===== config.mk =====
export PLATFORM = sky130hd
export DESIGN_NAME = wb_ram_arbiter
export DESIGN_NICKNAME = d
export VERILOG_FILES = /design/src/rtl/wb_ram_arbiter.sv
export SDC_FILE = /design/constraint.sdc
export NUM_CORES = 1
export LEC_CHECK = 0
export ABC_AREA = 1
export CAP_MARGIN = 30
export CELL_PAD_IN_SITES_DETAIL_PLACEMENT = 0
export CELL_PAD_IN_SITES_GLOBAL_PLACEMENT = 2
export CORE_ASPECT_RATIO = 1.75
export CORE_MARGIN = 10
export CORE_UTILIZATION = 10
export DETAILED_ROUTE_END_ITERATION = 6
export GPL_TIMING_DRIVEN = 0
export PLACE_DENSITY_LB_ADDON = 0.1
export SLEW_MARGIN = 0
export SYNTH_ARGS = -nofsm -noshare
export SYNTH_HDL_FRONTEND = slang
export SYNTH_SLANG_ARGS = --single-unit

===== constraint.sdc =====
create_clock -name clk_i -period 3.05 [get_ports clk_i]
set_clock_uncertainty 0.1 [all_clocks]
set_input_delay 0.61 -clock clk_i [delete_from_list [all_inputs] [get_ports clk_i]]
set_output_delay 0.61 -clock clk_i [all_outputs]
set_load 0.05 [all_outputs]

===== src/rtl/wb_ram_arbiter.sv =====
// wb_ram_arbiter: two-master round-robin Wishbone arbiter for one RAM port.
// The CPU data bus (m0) and the DMA/capture engine (m1) share the port. A
// grant lasts for a whole bus cycle (CYC high), and there is always at least
// one IDLE cycle between owners. Masters are single-beat and pipelined, with
// STALL. The RAM supplies a 1-cycle registered ACK and a combinational STALL.
//
// Ports:
//   clk_i, rst_i       clock; asynchronous active-high reset
//   m0_* / m1_*        master-side Wishbone (adr/dat/we/sel/stb/cyc in,
//                      dat/ack/stall/err out)
//   s_*                RAM-side Wishbone (adr/dat/we/sel/stb/cyc out,
//                      dat/ack/stall in)
//
// Optional feature (macro WB_ARB_TIMEOUT_EN): a watchdog counts the cycles
// the current owner has held the bus without receiving an ACK. When the count
// reaches TIMEOUT_CYCLES, the arbiter pulses the owner's err_o, drops s_cyc_o
// in the same cycle and returns to IDLE. With the macro undefined, err_o is
// tied low and no counter is built.
module wb_ram_arbiter #(
  parameter int unsigned ADDR_WIDTH     = 15,
  parameter int unsigned DATA_WIDTH     = 32,
  parameter int unsigned SELECT_WIDTH   = DATA_WIDTH / 8,
  parameter int unsigned TIMEOUT_CYCLES = 255
) (
  input  logic                    clk_i,
  input  logic                    rst_i,
  input  logic [ADDR_WIDTH-1:0]   m0_adr_i,
  input  logic [DATA_WIDTH-1:0]   m0_dat_i,
  output logic [DATA_WIDTH-1:0]   m0_dat_o,
  input  logic                    m0_we_i,
  input  logic                    m0_stb_i,
  input  logic                    m0_cyc_i,
  input  logic [SELECT_WIDTH-1:0] m0_sel_i,
  output logic                    m0_ack_o,
  output logic                    m0_stall_o,
  output logic                    m0_err_o,
  input  logic [ADDR_WIDTH-1:0]   m1_adr_i,
  input  logic [DATA_WIDTH-1:0]   m1_dat_i,
  output logic [DATA_WIDTH-1:0]   m1_dat_o,
  input  logic                    m1_we_i,
  input  logic                    m1_stb_i,
  input  logic                    m1_cyc_i,
  input  logic [SELECT_WIDTH-1:0] m1_sel_i,
  output logic                    m1_ack_o,
  output logic                    m1_stall_o,
  output logic                    m1_err_o,
  output logic [ADDR_WIDTH-1:0]   s_adr_o,
  output logic [DATA_WIDTH-1:0]   s_dat_o,
  input  logic [DATA_WIDTH-1:0]   s_dat_i,
  output logic                    s_we_o,
  output logic                    s_stb_o,
  output logic                    s_cyc_o,
  output logic [SELECT_WIDTH-1:0] s_sel_o,
  input  logic                    s_ack_i,
  input  logic                    s_stall_i
);

  typedef enum logic [1:0] {
    IDLE = 2'd0,
    GNT0 = 2'd1,
    GNT1 = 2'd2
  } state_e;

  state_e state_q, state_d;
  logic   last_grant_q, last_grant_d;
  logic   timeout;

`ifdef WB_ARB_TIMEOUT_EN
  localparam int unsigned CNT_W =
    ($clog2(TIMEOUT_CYCLES + 1) > 8) ? $clog2(TIMEOUT_CYCLES + 1) : 8;

  logic [CNT_W-1:0] cnt_q, cnt_d;

  // The counter is zero in the first granted cycle, so it fires in the
  // TIMEOUT_CYCLES-th consecutive granted cycle that has no ACK.
  always_comb begin
    cnt_d   = '0;
    timeout = 1'b0;
    if (state_q != IDLE) begin
      timeout = (cnt_q == CNT_W'(TIMEOUT_CYCLES - 1));
      if (!s_ack_i && !timeout) begin
        cnt_d = cnt_q + 1'b1;
      end
    end
  end

  always_ff @(posedge clk_i or posedge rst_i) begin
    if (rst_i) begin
      cnt_q <= '0;
    end else begin
      cnt_q <= cnt_d;
    end
  end
`else
  assign timeout = 1'b0;
`endif

  always_ff @(posedge clk_i or posedge rst_i) begin
    if (rst_i) begin
      state_q      <= IDLE;
      last_grant_q <= 1'b1;
    end else begin
      state_q      <= state_d;
      last_grant_q <= last_grant_d;
    end
  end

  always_comb begin
    state_d      = state_q;
    last_grant_d = last_grant_q;
    unique case (state_q)
      IDLE: begin
        // On a tie, the master that was not granted last wins.
        if (m0_cyc_i && (!m1_cyc_i || last_grant_q)) begin
          state_d = GNT0;
        end else if (m1_cyc_i) begin
          state_d = GNT1;
        end
      end
      GNT0: begin
        if (!m0_cyc_i || timeout) begin
          state_d      = IDLE;
          last_grant_d = 1'b0;
        end
      end
      GNT1: begin
        if (!m1_cyc_i || timeout) begin
          state_d      = IDLE;
          last_grant_d = 1'b1;
        end
      end
      default: state_d = IDLE;
    endcase
  end

  // The asynchronous reset forces state_q to IDLE at once, which makes
  // s_cyc_o/s_stb_o fall and both stalls rise combinationally.
  always_comb begin
    s_adr_o    = '0;
    s_dat_o    = '0;
    s_we_o     = 1'b0;
    s_sel_o    = '0;
    s_stb_o    = 1'b0;
    s_cyc_o    = 1'b0;
    m0_dat_o   = '0;
    m0_ack_o   = 1'b0;
    m0_stall_o = 1'b1;
    m0_err_o   = 1'b0;
    m1_dat_o   = '0;
    m1_ack_o   = 1'b0;
    m1_stall_o = 1'b1;
    m1_err_o   = 1'b0;
    unique case (state_q)
      GNT0: begin
        s_adr_o    = m0_adr_i;
        s_dat_o    = m0_dat_i;
        s_we_o     = m0_we_i;
        s_sel_o    = m0_sel_i;
        s_stb_o    = m0_stb_i && !timeout;
        s_cyc_o    = m0_cyc_i && !timeout;
        m0_dat_o   = s_dat_i;
        m0_ack_o   = s_ack_i;
        m0_stall_o = s_stall_i || timeout;
        m0_err_o   = timeout;
      end
      GNT1: begin
        s_adr_o    = m1_adr_i;
        s_dat_o    = m1_dat_i;
        s_we_o     = m1_we_i;
        s_sel_o    = m1_sel_i;
        s_stb_o    = m1_stb_i && !timeout;
        s_cyc_o    = m1_cyc_i && !timeout;
        m1_dat_o   = s_dat_i;
        m1_ack_o   = s_ack_i;
        m1_stall_o = s_stall_i || timeout;
        m1_err_o   = timeout;
      end
      default: ;
    endcase
  end

endmodule

==> Yosys cells after proc, flatten, opt, wreduce, memory -nomap -nowiden <==
Cells that the tools add are included.
{ "word_totals": {"ff_bits": 3, "latchBits": 0, "ram_bits": 0, "romBits": 0, "output_inout_bits": 124, "wordCells": 34, "mem_count": 0} }
{ "op_classes": {"add_sub_neg": 0, "multipliers": 0, "n_div": 0, "n_lt_le_gt_ge": 0, "eq_ne": 5, "shifts": 0, "mux": 20, "bitwise": 0, "n_reduce_logical": 7} }
{ "op_table": {"columns": ["operator", "n"], "rows": [
  ["32-bit two-way mux", 2],
  ["32-bit one-hot mux with 2 select lines", 1],
  ["15-bit one-hot mux with 2 select lines", 1],
  ["2-bit two-way mux", 4],
  ["1-bit one-hot mux with 2 select lines", 4],
  ["4-bit one-hot mux with 2 select lines", 1],
  ["1-bit two-way mux", 6],
  ["2-bit one-hot mux with 3 select lines", 1],
  ["3-bit AND reduction", 2],
  ["2-bit != test, second input constant", 2],
  ["3-bit != test, second input constant", 1],
  ["2-bit by 1-bit == test with 1-bit output, second input constant", 1],
  ["2-bit == test, second input constant", 1],
  ["2-bit zero test", 1],
  ["2-bit nonzero test", 1],
  ["1-bit logical AND", 1],
  ["1-bit zero test", 1],
  ["1-bit logical OR", 1]
]} }

==> Longest topological paths before layout <==
Gate-level depths: netlist (run 1).
{ "logic_depth": {"depth_word": 5, "ltp_mapped": 9, "ltp_nobuf": 8} }

==> Worst setup path after synthesis (run 1) <==
Ideal clock, no wire load.
{ "synth_path": {"kind": "register -> output", "start": "register state_q[1]", "end": "output port s_adr_o[0]", "t_arrival_ps": 1703, "t_required_ps": 2340, "slack_ps": 637, "path_stages_with_launch": 7, "n_path_buf": 2, "cell_sequence": "dfrtp_1 > inv_1 > ha_1 > buf_6 > buf_6 > nand2_1 > a21oi_1"} }
{ "synth_via": {"elab_chain_len": 2, "elab_cells_between_ends": 3} }
{ "synth_lines": {"columns": ["element", "line", "rtl"], "rows": [
  ["from (decl)", "64", "state_e state_q, state_d;"],
  ["from (signal assigned)", "103", "state_q <= state_d;"],
  ["2-bit == test / 2-bit by 1-bit == test with 1-bit output (equally long branches)", "153", "unique case (state_q)"],
  ["15-bit one-hot mux with 2 select lines *", "153", null],
  ["to (decl)", "47", "output logic [ADDR_WIDTH-1:0] s_adr_o,"]
]} }
Every way passes the cells marked *; elsewhere a longest branch is shown, timed or not.

==> Worst setup path after layout (run 1) <==
{ "layout_path": {"start": "register state_q[0]", "end": "output port m1_dat_o[7]"} }
{ "layout_via": {"elab_chain_len": 2} }
{ "layout_lines": {"columns": ["element", "line", "rtl"], "rows": [
  ["2-bit == test", "153", null],
  ["32-bit two-way mux", "153", null],
  ["to (decl)", "39", "output logic [DATA_WIDTH-1:0] m1_dat_o,"]
]} }
Every way passes these cells.

==> results of run 1 <==
-- report_power, final --
part	leakage, nW	internal, mW	total (mW)	switching (mW)
sequential	0.0363	0.0604	0.0739	0.0135
clock	0.0382	0.173	0.209	0.0366
combinational	3.78	1.15	3.57	2.42
total	3.85	1.38	3.86	2.47
-- synthesized netlist by cell type --
master	number
buf_6	9
conb_1	1
dfstp_2	1
buf_8	1
inv_2	1
nand3_1	1
buf_2	9
nand2_1	186
dfrtp_1	2
a21oi_1	54
o21ai_1	1
inv_1	75
nand2_2	3
nor2_1	5
buf_4	8
ha_1	4
-- through the flow --
stage | instances | util [%] | worst slack (ns) | setup TNS, ns
finish | 855 | 30.0 | 0.141 | 0
global route | 855 | 30.0 | -0.00588 | -0.00588
CTS | 855 | 28.5 | 0.00218 | 0
detailed placement | 851 | 28.0 | -0.0297 | -0.0297
global placement | 851 | 28.0 | -0.0285 | -0.0285
floorplan | 362 | - | 0.637 | 0
-- per-layer routing --
metal	up-vias	GRT usage [%]
li1	1579	-
met1	1285	8.35
met2	154	22.3
met3	0	3.97
met4	0	0.430
met5	-	0
-- layout make-up --
class                   instances  share of cell area, %
inverters                      76                   5.81
plain buffers                  27                   4.51
multi-input cells             256                   21.9
repair buffers                265                   58.9
flip-flops and latches          3                   1.56
clock buffers                   4                   1.61
well taps                     224                   5.71
-- tightest hold or removal path, cell delays in order (launching register included) --
cell	delay, ns
dfstp_2	0.36
o21ai_1	0.06
nand2_1	0.06
-- how the worst min path moves through the flow --
stage	cells past startpoint	start	slack (ns)	to
6_report	2	last_grant_q	0.39	last_grant_q
5_1_grt	2	last_grant_q	0.42	last_grant_q
4_1_cts	2	last_grant_q	0.40	last_grant_q
3_5_place_dp	2	last_grant_q	0.39	last_grant_q
3_3_place_gp	2	last_grant_q	0.40	last_grant_q
2_1_floorplan	1	rst_i	0.26	state_q[0]
-- state kept, by name, summed over array words and instances (netlist names) --
name,count
last_grant_q,1
state_q,2
-- cell families after synthesis --
kind of cell	share of synthesized area, %
buf+inv	30.7
simple gates	44.8
other cells	0.227
compound gates	16.7
flops	4.62
fa+ha+maj	3.03
==> results.md, run 1 <==
- Status: completed
- Routed wl met2: 7.37 mm
- Pin count of the biggest net entering global routing: 11
- Period utilization: 95.4%
- CP Cell Sequence: inv_1 > ha_1 > buf_6 > buf_2 > nand2_1 > inv_1 > clkdlybuf4s50_1
- Ys Warns: 0
- Reg2Reg Depth: 9
- Worst slew pin tran: 0.570 ns
- Post-CTS resize count: 1
- Slew Limit Fails: 0
- Clock root buffer: clkbuf_16
- Total Wirelength: 12.6 mm
- ANT nets after route: 0
- Post-synthesis cell area: 1650 um^2
- DRC: 0
- Min Tclk post-route: 2.91 ns
- N_diodes: 0
- Clock-pin slew on the worst setup and hold paths: 0.03 ns
- Global route overflow: 0
- DR WL/cell: 14.7 um
- TritonCTS clock tree: built
- Area growth syn-to-layout: 197%
- GP Congestion: 0.696
- Number of global-route vias before repair: 3123
- Worst rel slew slack: 61.9%
- Highest Signal Layer: met3
- First-pass GRT wire length: 17.9 mm
- Fill count: 1828
- H-tree Lvls: 1
- IO Pins: 268
- Most frequent CP cell: inv_1
- Largest cells by area after synthesis: nand2_1 42%, inv_1 17%, a21oi_1 16%
- CP Capture Type: primary output
- Worst r2r dst: state_q[0]
- Sequential Area: 76.3 um^2
- Pwr Density: 786 nW/um^2
- Port Buffers: 265
- Total power: 3.86 mW
- Synth cell types: 16
- Gr usage total: 10.3%
- WP data arrival: 2.20 ns
- Synth top area share: 42.2%
- Crit path to: m1_dat_o[7]
- Final setup viols: 0
- Leak Pwr: 3.85 nW
- Most frequent cells in the layout: 186 x nand2_1, 168 x clkdlybuf4s50_1, 96 x dlymetal6s2s_1, 75 x inv_1, 54 x a21oi_1
- Worst setup path startpoint: state_q[0]
- FP Rows: 62
- Slowest CP cell: clkdlybuf4s50_1
- Max Buffers Root-to-Sink: 2
- Cts bufs inserted: 3
- Kind of start point of the critical path: flop
- Met3 Routed Length: 1.37 mm
- Via density: 3.53
- Die height: 190 um
- CP Depth: 7
- Placed instance area: 4590 um^2
- # hold bufs at CTS: 0
- Post CTS Setup Buffer Count: 0
- Clock Latency Late Sink: 0.22 ns
- MaxCap Viol Count: 0
- Delay-heaviest family, CP: buffers and inverters
- Width of the die: 117 um
- Core Footprint: 16400 um^2
- Detailed Place HPWL: 11.1 mm
- Die Footprint: 22300 um^2
- Post-Syn Instances: 361
- Reg2reg start: state_q[0]
- Area of the multi-input gates: 1070 um^2
- Seq/Total Area, Yosys: 4.62%
- Final net count: 780
- Synth Register Bits: 3
- Largest stage delay on the critical path: 0.80 ns
- Hold Path Class: flop to flop
- Syn_area_per_cell: 4.58 um^2
- Crit Path Class: flop to primary output
- Layout cells sized above 1: 5.55%
- Detailed Route Iter0 Violations: 59
- Hold_ws: 0.390 ns
- VDD IR-drop max: 365 uV
- First-pass detailed-route iteration total: 4
- Fin area: 4910 um^2
- Commonest non-fill, non-tap cell in the layout: nand2_1
- Buf/Inv on CP: 5
- Crit path max fanout: 10
- R2r setup slk: 1.64 ns
- WP data required: 2.34 ns
- Largest area contributor in the netlist: nand2_1
- Final hold violation count: 0
- FMAX: 0.344 GHz
- Initial antenna violation count: 0
- DR vias: 3018
- Met1 wire length: 3.84 mm
- Initial core utilization: 10.1%
- Clk sink count: 3
No activity file was read; power rests on OpenSTA's default activity.
==> run 2: changes to the inputs <==
Settings changed: GPL_TIMING_DRIVEN 0 to not set.
==> run 2 against run 1 <==
Against the previous run: global-route usage is 0.22 points higher; routed wire length down 0.21%; non-clock buffer count fell by 22; via count decreased by 2.0%; sequential power about the same; final area increased by 11%; critical endpoint is now s_adr_o[0]; combinational power up 23%; power rose by 21%; sequential share of layout area is 0.16 points lower; register-to-register slack worse by 0.17 ns; core utilization grew 3.4 points.
==> results.md, run 2 (synthesis results as in run 1) <==
- Number of global-route vias before repair: 3050 (-2.3%)
- Area growth syn-to-layout: 230%
- Core Footprint: 16400 um^2 (unchanged)
- FMAX: 0.383 GHz (+11%)
- Reg2Reg Depth: 9 (unchanged)
- Initial antenna violation count: 0 (unchanged)
- Worst r2r dst: state_q[1]
- Die height: 190 um (unchanged)
- Max Buffers Root-to-Sink: 2 (unchanged)
- VDD IR-drop max: 455 uV (+25%)
- Clock root buffer: clkbuf_16
- Detailed Place HPWL: 10.8 mm (-2.3%)
- Gr usage total: 10.5% (+0.22 points)
- Post-CTS resize count: 0 (-1)
- Delay-heaviest family, CP: buffers and inverters
- Initial core utilization: 10.1% (unchanged)
- Hold_ws: 0.398 ns (+0.00816 ns)
- Hold Path Class: flop to flop
- WP data required: 2.34 ns (about the same)
- Status: completed
- Largest stage delay on the critical path: 0.40 ns (-0.40 ns)
- Sequential Power Share: 1.6% (-0.3 points)
- First-pass GRT wire length: 18.2 mm (+1.7%)
- Slowest CP cell: dfrtp_1
- Detailed Route Iter0 Violations: 100 (+69%)
- CP Capture Type: primary output
- DR vias: 2959 (-2.0%)
- FP Rows: 62 (unchanged)
- # hold bufs at CTS: 0 (unchanged)
- TNS Setup: 0 ns (unchanged)
- N_diodes: 0 (unchanged)
- R2r setup slk: 1.47 ns (-0.17 ns)
- Port Buffers: 265 (unchanged)
- Via density: 3.55 (+0.63%)
- Total Wirelength: 12.5 mm (-0.21%)
- Clock Latency Late Sink: 0.22 ns (about the same)
- Clock power frac: 4.5% (-0.9 points)
- Internal power: 2.01 mW (+46%)
- Kind of start point of the critical path: flop
- Placement Setup Slack: 0.505 ns (+0.534 ns)
- DR WL/cell: 15.1 um (+2.4%)
- MaxCap Viol Count: 0 (unchanged)
- Width of the die: 117 um (unchanged)
- HP Start: last_grant_q
- Setup ws final: 0.441 ns (+0.300 ns)
- Period utilization: 85.6% (-9.8 points)
- Leak Pwr: 2.60 nW (-32%)
- First-pass detailed-route iteration total: 5 (+1)
- Global route overflow: 0 (unchanged)
- Max FFs per register: 2 (unchanged)
- Sw Share: 56.9% (-7.3 points)
- WP data arrival: 1.90 ns (-0.30 ns)
- Clock-pin slew on the worst setup and hold paths: 0.03 ns (about the same)
- Clk sink count: 3 (unchanged)
- Most frequent cells in the layout: 186 x nand2_1, 143 x clkdlybuf4s50_1, 102 x buf_12, 75 x inv_1, 54 x a21oi_1
- Min Tclk post-route: 2.61 ns (-0.300 ns)
- DRC: 0 (unchanged)
- Buf/Inv on CP: 3 (-2)
- Final setup viols: 0 (unchanged)
- NetSw: 2.65 mW (+7.2%)
- Reg with most FFs: state_q
- H-tree Lvls: 1 (unchanged)
- Layout cells sized above 1: 22.5% (+17 points)
- Hold endpoint: last_grant_q
- Final hold violation count: 0 (unchanged)
- TritonCTS clock tree: built
- Post CTS Setup Buffer Count: 0 (unchanged)
- IO Pins: 268 (unchanged)
- Crit Path Class: flop to primary output
- Pin count of the biggest net entering global routing: 55 (+44)
- Top flop regs: state_q: 2 flops, last_grant_q: 1 flops
- Pwr Density: 855 nW/um^2 (+8.7%)
- Die Footprint: 22300 um^2 (unchanged)
- Crit path max fanout: 35 (+25)
- Hold depth: 2 (unchanged)
- Cts bufs inserted: 3 (unchanged)
- CP Cell Sequence: inv_1 > ha_2 > buf_4 > nand2_1 > a21oi_1 > buf_12
- Reg2reg start: state_q[1]
- Slew Limit Fails: 0 (unchanged)
- Gate power share: 93.9% (+1.2 points)
- ANT nets after route: 0 (unchanged)
- Final net count: 758 (-2.8%)
- RSZ-0062 raised after global routing: false
- Commonest non-fill, non-tap cell in the layout: nand2_1
- GP Congestion: 0.715 (+2.8%)
run 2: cell count changes in the layout (fill, tap and decap cells not counted), sizes merged:
cell and change:
buf +100, dlymetal6s2s -96, clkdlybuf4s50 -25, dlygate4sd2 -1
run 2: worst max-delay path by stage:
stage / startpoint / endpoint / cells after the start
3_5_place_dp: m0_cyc_i / s_cyc_o / 6
5_1_grt: state_q[1] / s_adr_o[10] / 6
4_1_cts: state_q[1] / s_adr_o[0] / 6
2_1_floorplan: state_q[1] / s_adr_o[0] / 6
3_3_place_gp: state_q[0] / s_cyc_o / 5
6_report: state_q[1] / s_adr_o[0] / 6
run 2: metal layers:
layer | GRT usage (%) | vias up | wire (um)
met5 | 0 | - | 0
li1 | - | 1536 | -
met4 | 0.907 | 0 | 78
met2 | 21.1 | 165 | 7040
met1 | 9.06 | 1254 | 3890
met3 | 5.27 | 4 | 1540
run 2: through the flow:
| step | instances | total power [mW] | util, % | instance area (um^2) |
|---|---|---|---|---|
| 2_1_floorplan | 362 | 2.43 | - | 1660 |
| 3_3_place_gp | 828 | 4.49 | 32.8 | 5360 |
| 3_5_place_dp | 829 | 4.55 | 32.9 | 5380 |
| 4_1_cts | 833 | 4.77 | 33.4 | 5460 |
| 5_1_grt | 833 | 4.93 | 33.4 | 5460 |
| 6_report | 833 | 4.67 | 33.4 | 5460 |
run 2: worst reg2reg max path: cells and delay by family (launching register included):
kind | cells | cell delay (ns)
adder cells (fa/ha/maj) | 1 | 0.21
buffers and inverters | 3 | 0.42
flip-flops | 1 | 0.40
AND/OR/NAND/NOR | 5 | 0.37
run 2: final cells by class:
type / instances / area (um^2)
clock buffer: 4 / 78.8
fill: 1739 / 10900
inverter: 76 / 285
multi-input combinational: 256 / 1080
sequential: 3 / 76.3
tap: 224 / 280
timing repair buffer: 270 / 3660
run 2: power groups by stage:
stage | clock (mW) | sequential (mW) | combinational (mW)
after floorplan | 0 | 0.0700 | 2.36
after global placement | 0 | 0.0723 | 4.42
after detailed placement | 0 | 0.0746 | 4.48
after CTS | 0.216 | 0.0742 | 4.48
after global routing | 0.220 | 0.0765 | 4.64
final | 0.211 | 0.0738 | 4.38
==> run 3: changes to the inputs <==
Settings changed: CAP_MARGIN 30 to not set.
==> run 3 against run 2 <==
Against the previous run: sequential share of layout area about the same; global-route usage up 0.083 points; routed wire length up 0.26%; maximum frequency down 0.27%; non-clock buffer count down 1; worst hold slack better by 0.0029 ns; cell count down 0.12%; critical path depth unchanged.
==> results.md, run 3 (synthesis results as in run 1) <==
- Status: completed
- TritonCTS clock tree: built
- Initial antenna violation count: 0 (unchanged)
- Core Footprint: 16400 um^2 (unchanged)
- Post-layout util: 33.3% (-0.11 points)
- Most frequent cells in the layout: 186 x nand2_1, 143 x clkdlybuf4s50_1, 101 x buf_12, 75 x inv_1, 54 x a21oi_1
- Worst slew pin tran: 0.580 ns
- Max Buffers Root-to-Sink: 2 (unchanged)
- Clk sink count: 3 (unchanged)
- Total power: 4.62 mW (-1.0%)
- Largest stage delay on the critical path: 0.39 ns (about the same)
- Die Footprint: 22300 um^2 (unchanged)
- Number of global-route vias before repair: 3057 (+0.23%)
- Commonest non-fill, non-tap cell in the layout: nand2_1
- Placed Instances: 828 (-0.12%)
- Placed instance area: 5360 um^2 (-0.37%)
- Sequential Area: 76.3 um^2 (unchanged)
- Area of the multi-input gates: 1080 um^2 (unchanged)
- Hold Path Class: flop to flop
- Slowest CP cell: dfrtp_1
- Leak Pwr: 2.59 nW (-0.36%)
- Fin cells: 832 (-0.12%)
- Pin count of the biggest net entering global routing: 55 (unchanged)
- Delay-heaviest family, CP: buffers and inverters
- FP Rows: 62 (unchanged)
- Reg with most FFs: state_q
- Buf/Inv on CP: 3 (unchanged)
- Layout cells sized above 1: 22.4% (-0.13 points)
- HP Start: last_grant_q
- Final setup viols: 0 (unchanged)
- WP data required: 2.34 ns (about the same)
- Global route overflow: 0 (unchanged)
- Kind of start point of the critical path: flop
- Worst rel slew slack: 61.3%
- Gr usage total: 10.6% (+0.083 points)
- Die height: 190 um (unchanged)
- Area growth syn-to-layout: 229%
- Worst setup path startpoint: state_q[1]
- Slew Limit Fails: 0 (unchanged)
- Pwr Density: 849 nW/um^2 (-0.69%)
- TNS Setup: 0 ns (unchanged)
- IO Pins: 268 (unchanged)
- First-pass detailed-route iteration total: 4 (-1)
- Clock-pin slew on the worst setup and hold paths: 0.03 ns (about the same)
- Fin area: 5440 um^2 (-0.32%)
- Detailed Place HPWL: 10.8 mm (-0.78%)
- Top flop regs: state_q: 2 flops, last_grant_q: 1 flops
- First-pass GRT wire length: 18.2 mm (+0.19%)
- Initial core utilization: 10.1% (unchanged)
- H-tree Lvls: 1 (unchanged)
- ANT nets after route: 0 (unchanged)
- Max FFs per register: 2 (unchanged)
- Detailed Route Iter0 Violations: 116 (+16%)
- Total Wirelength: 12.6 mm (+0.26%)
- FMAX: 0.382 GHz (-0.27%)
- Min Tclk post-route: 2.62 ns (+0.00697 ns)
- Clock root buffer: clkbuf_16
- Width of the die: 117 um (unchanged)
- VDD IR-drop max: 375 uV (-17%)
- Period utilization: 85.8% (+0.23 points)
- Setup ws final: 0.434 ns (-0.00697 ns)
- DR WL/cell: 15.1 um (+0.38%)
- Final hold violation count: 0 (unchanged)
- Cts bufs inserted: 3 (unchanged)
- GP Congestion: 0.715 (unchanged)
- Crit Path Class: flop to primary output
- CP Capture Type: primary output
- Final net count: 757 (-0.13%)
- Placement Setup Slack: 0.377 ns (-0.128 ns)
- DRC: 0 (unchanged)
- Fill count: 1747 (+0.46%)
- N_diodes: 0 (unchanged)
- CP Cell Sequence: inv_1 > ha_2 > buf_4 > nand2_1 > a21oi_1 > buf_12
- WP data arrival: 1.91 ns (about the same)
- Hold_ws: 0.401 ns (+0.00287 ns)
- Crit path max fanout: 35 (unchanged)
- Clock Latency Late Sink: 0.22 ns (about the same)
- Reg2reg start: state_q[1]
- Via density: 3.53 (-0.76%)
- MaxCap Viol Count: 0 (unchanged)
- RSZ-0062 raised after global routing: false
- Port Buffers: 265 (unchanged)
- DR vias: 2933 (-0.88%)
==> run 3: path summary, 6_finish.rpt <==
kind,end,slack [ns],cells past startpoint
worst max-delay path,s_adr_o[0],0.43,6
worst min register to register,last_grant_q,0.40,2
max in group asynchronous,last_grant_q,2.17,2
worst max register to register,state_q[1],1.47,9
worst min-delay path,last_grant_q,0.40,2
min in group asynchronous,state_q[0],0.47,2
==> run 3: layout make-up <==
cell class	count	share of cell area, %
timing repair buffer	269	66.9
inverter	76	5.29
tap	224	5.15
multi-input combinational	256	19.8
clock buffer	4	1.45
sequential	3	1.40
==> run 3: worst register-to-register path, stage by stage, from the launching register on <==
cell,delay [ns]
dfrtp_1,0.39
inv_1,0.09
ha_2,0.21
buf_12,0.25
nand2_2,0.13
nand2_2,0.08
inv_1,0.08
nand2_2,0.08
nand2_1,0.05
nand2_1,0.06
==> run 3: metal layers <==
metal | global-route usage [%] | wire length (um)
met3 | 5.90 | 1630
met5 | 0 | 0
met1 | 8.72 | 3810
met2 | 21.2 | 7050
met4 | 1.05 | 85
==> run 3: where the power goes <==
part	internal [mW]	switching, mW	total (mW)
logic	1.74	2.60	4.34
registers	0.0604	0.0128	0.0732
clock network	0.173	0.0360	0.209
total	1.97	2.65	4.62
==> run 3: what timing repair did <==
action	CTS	global route
resized for setup	0	2
hold buffers	0	0
endpoints found under the setup margin	0	7
buffers inserted	0	0
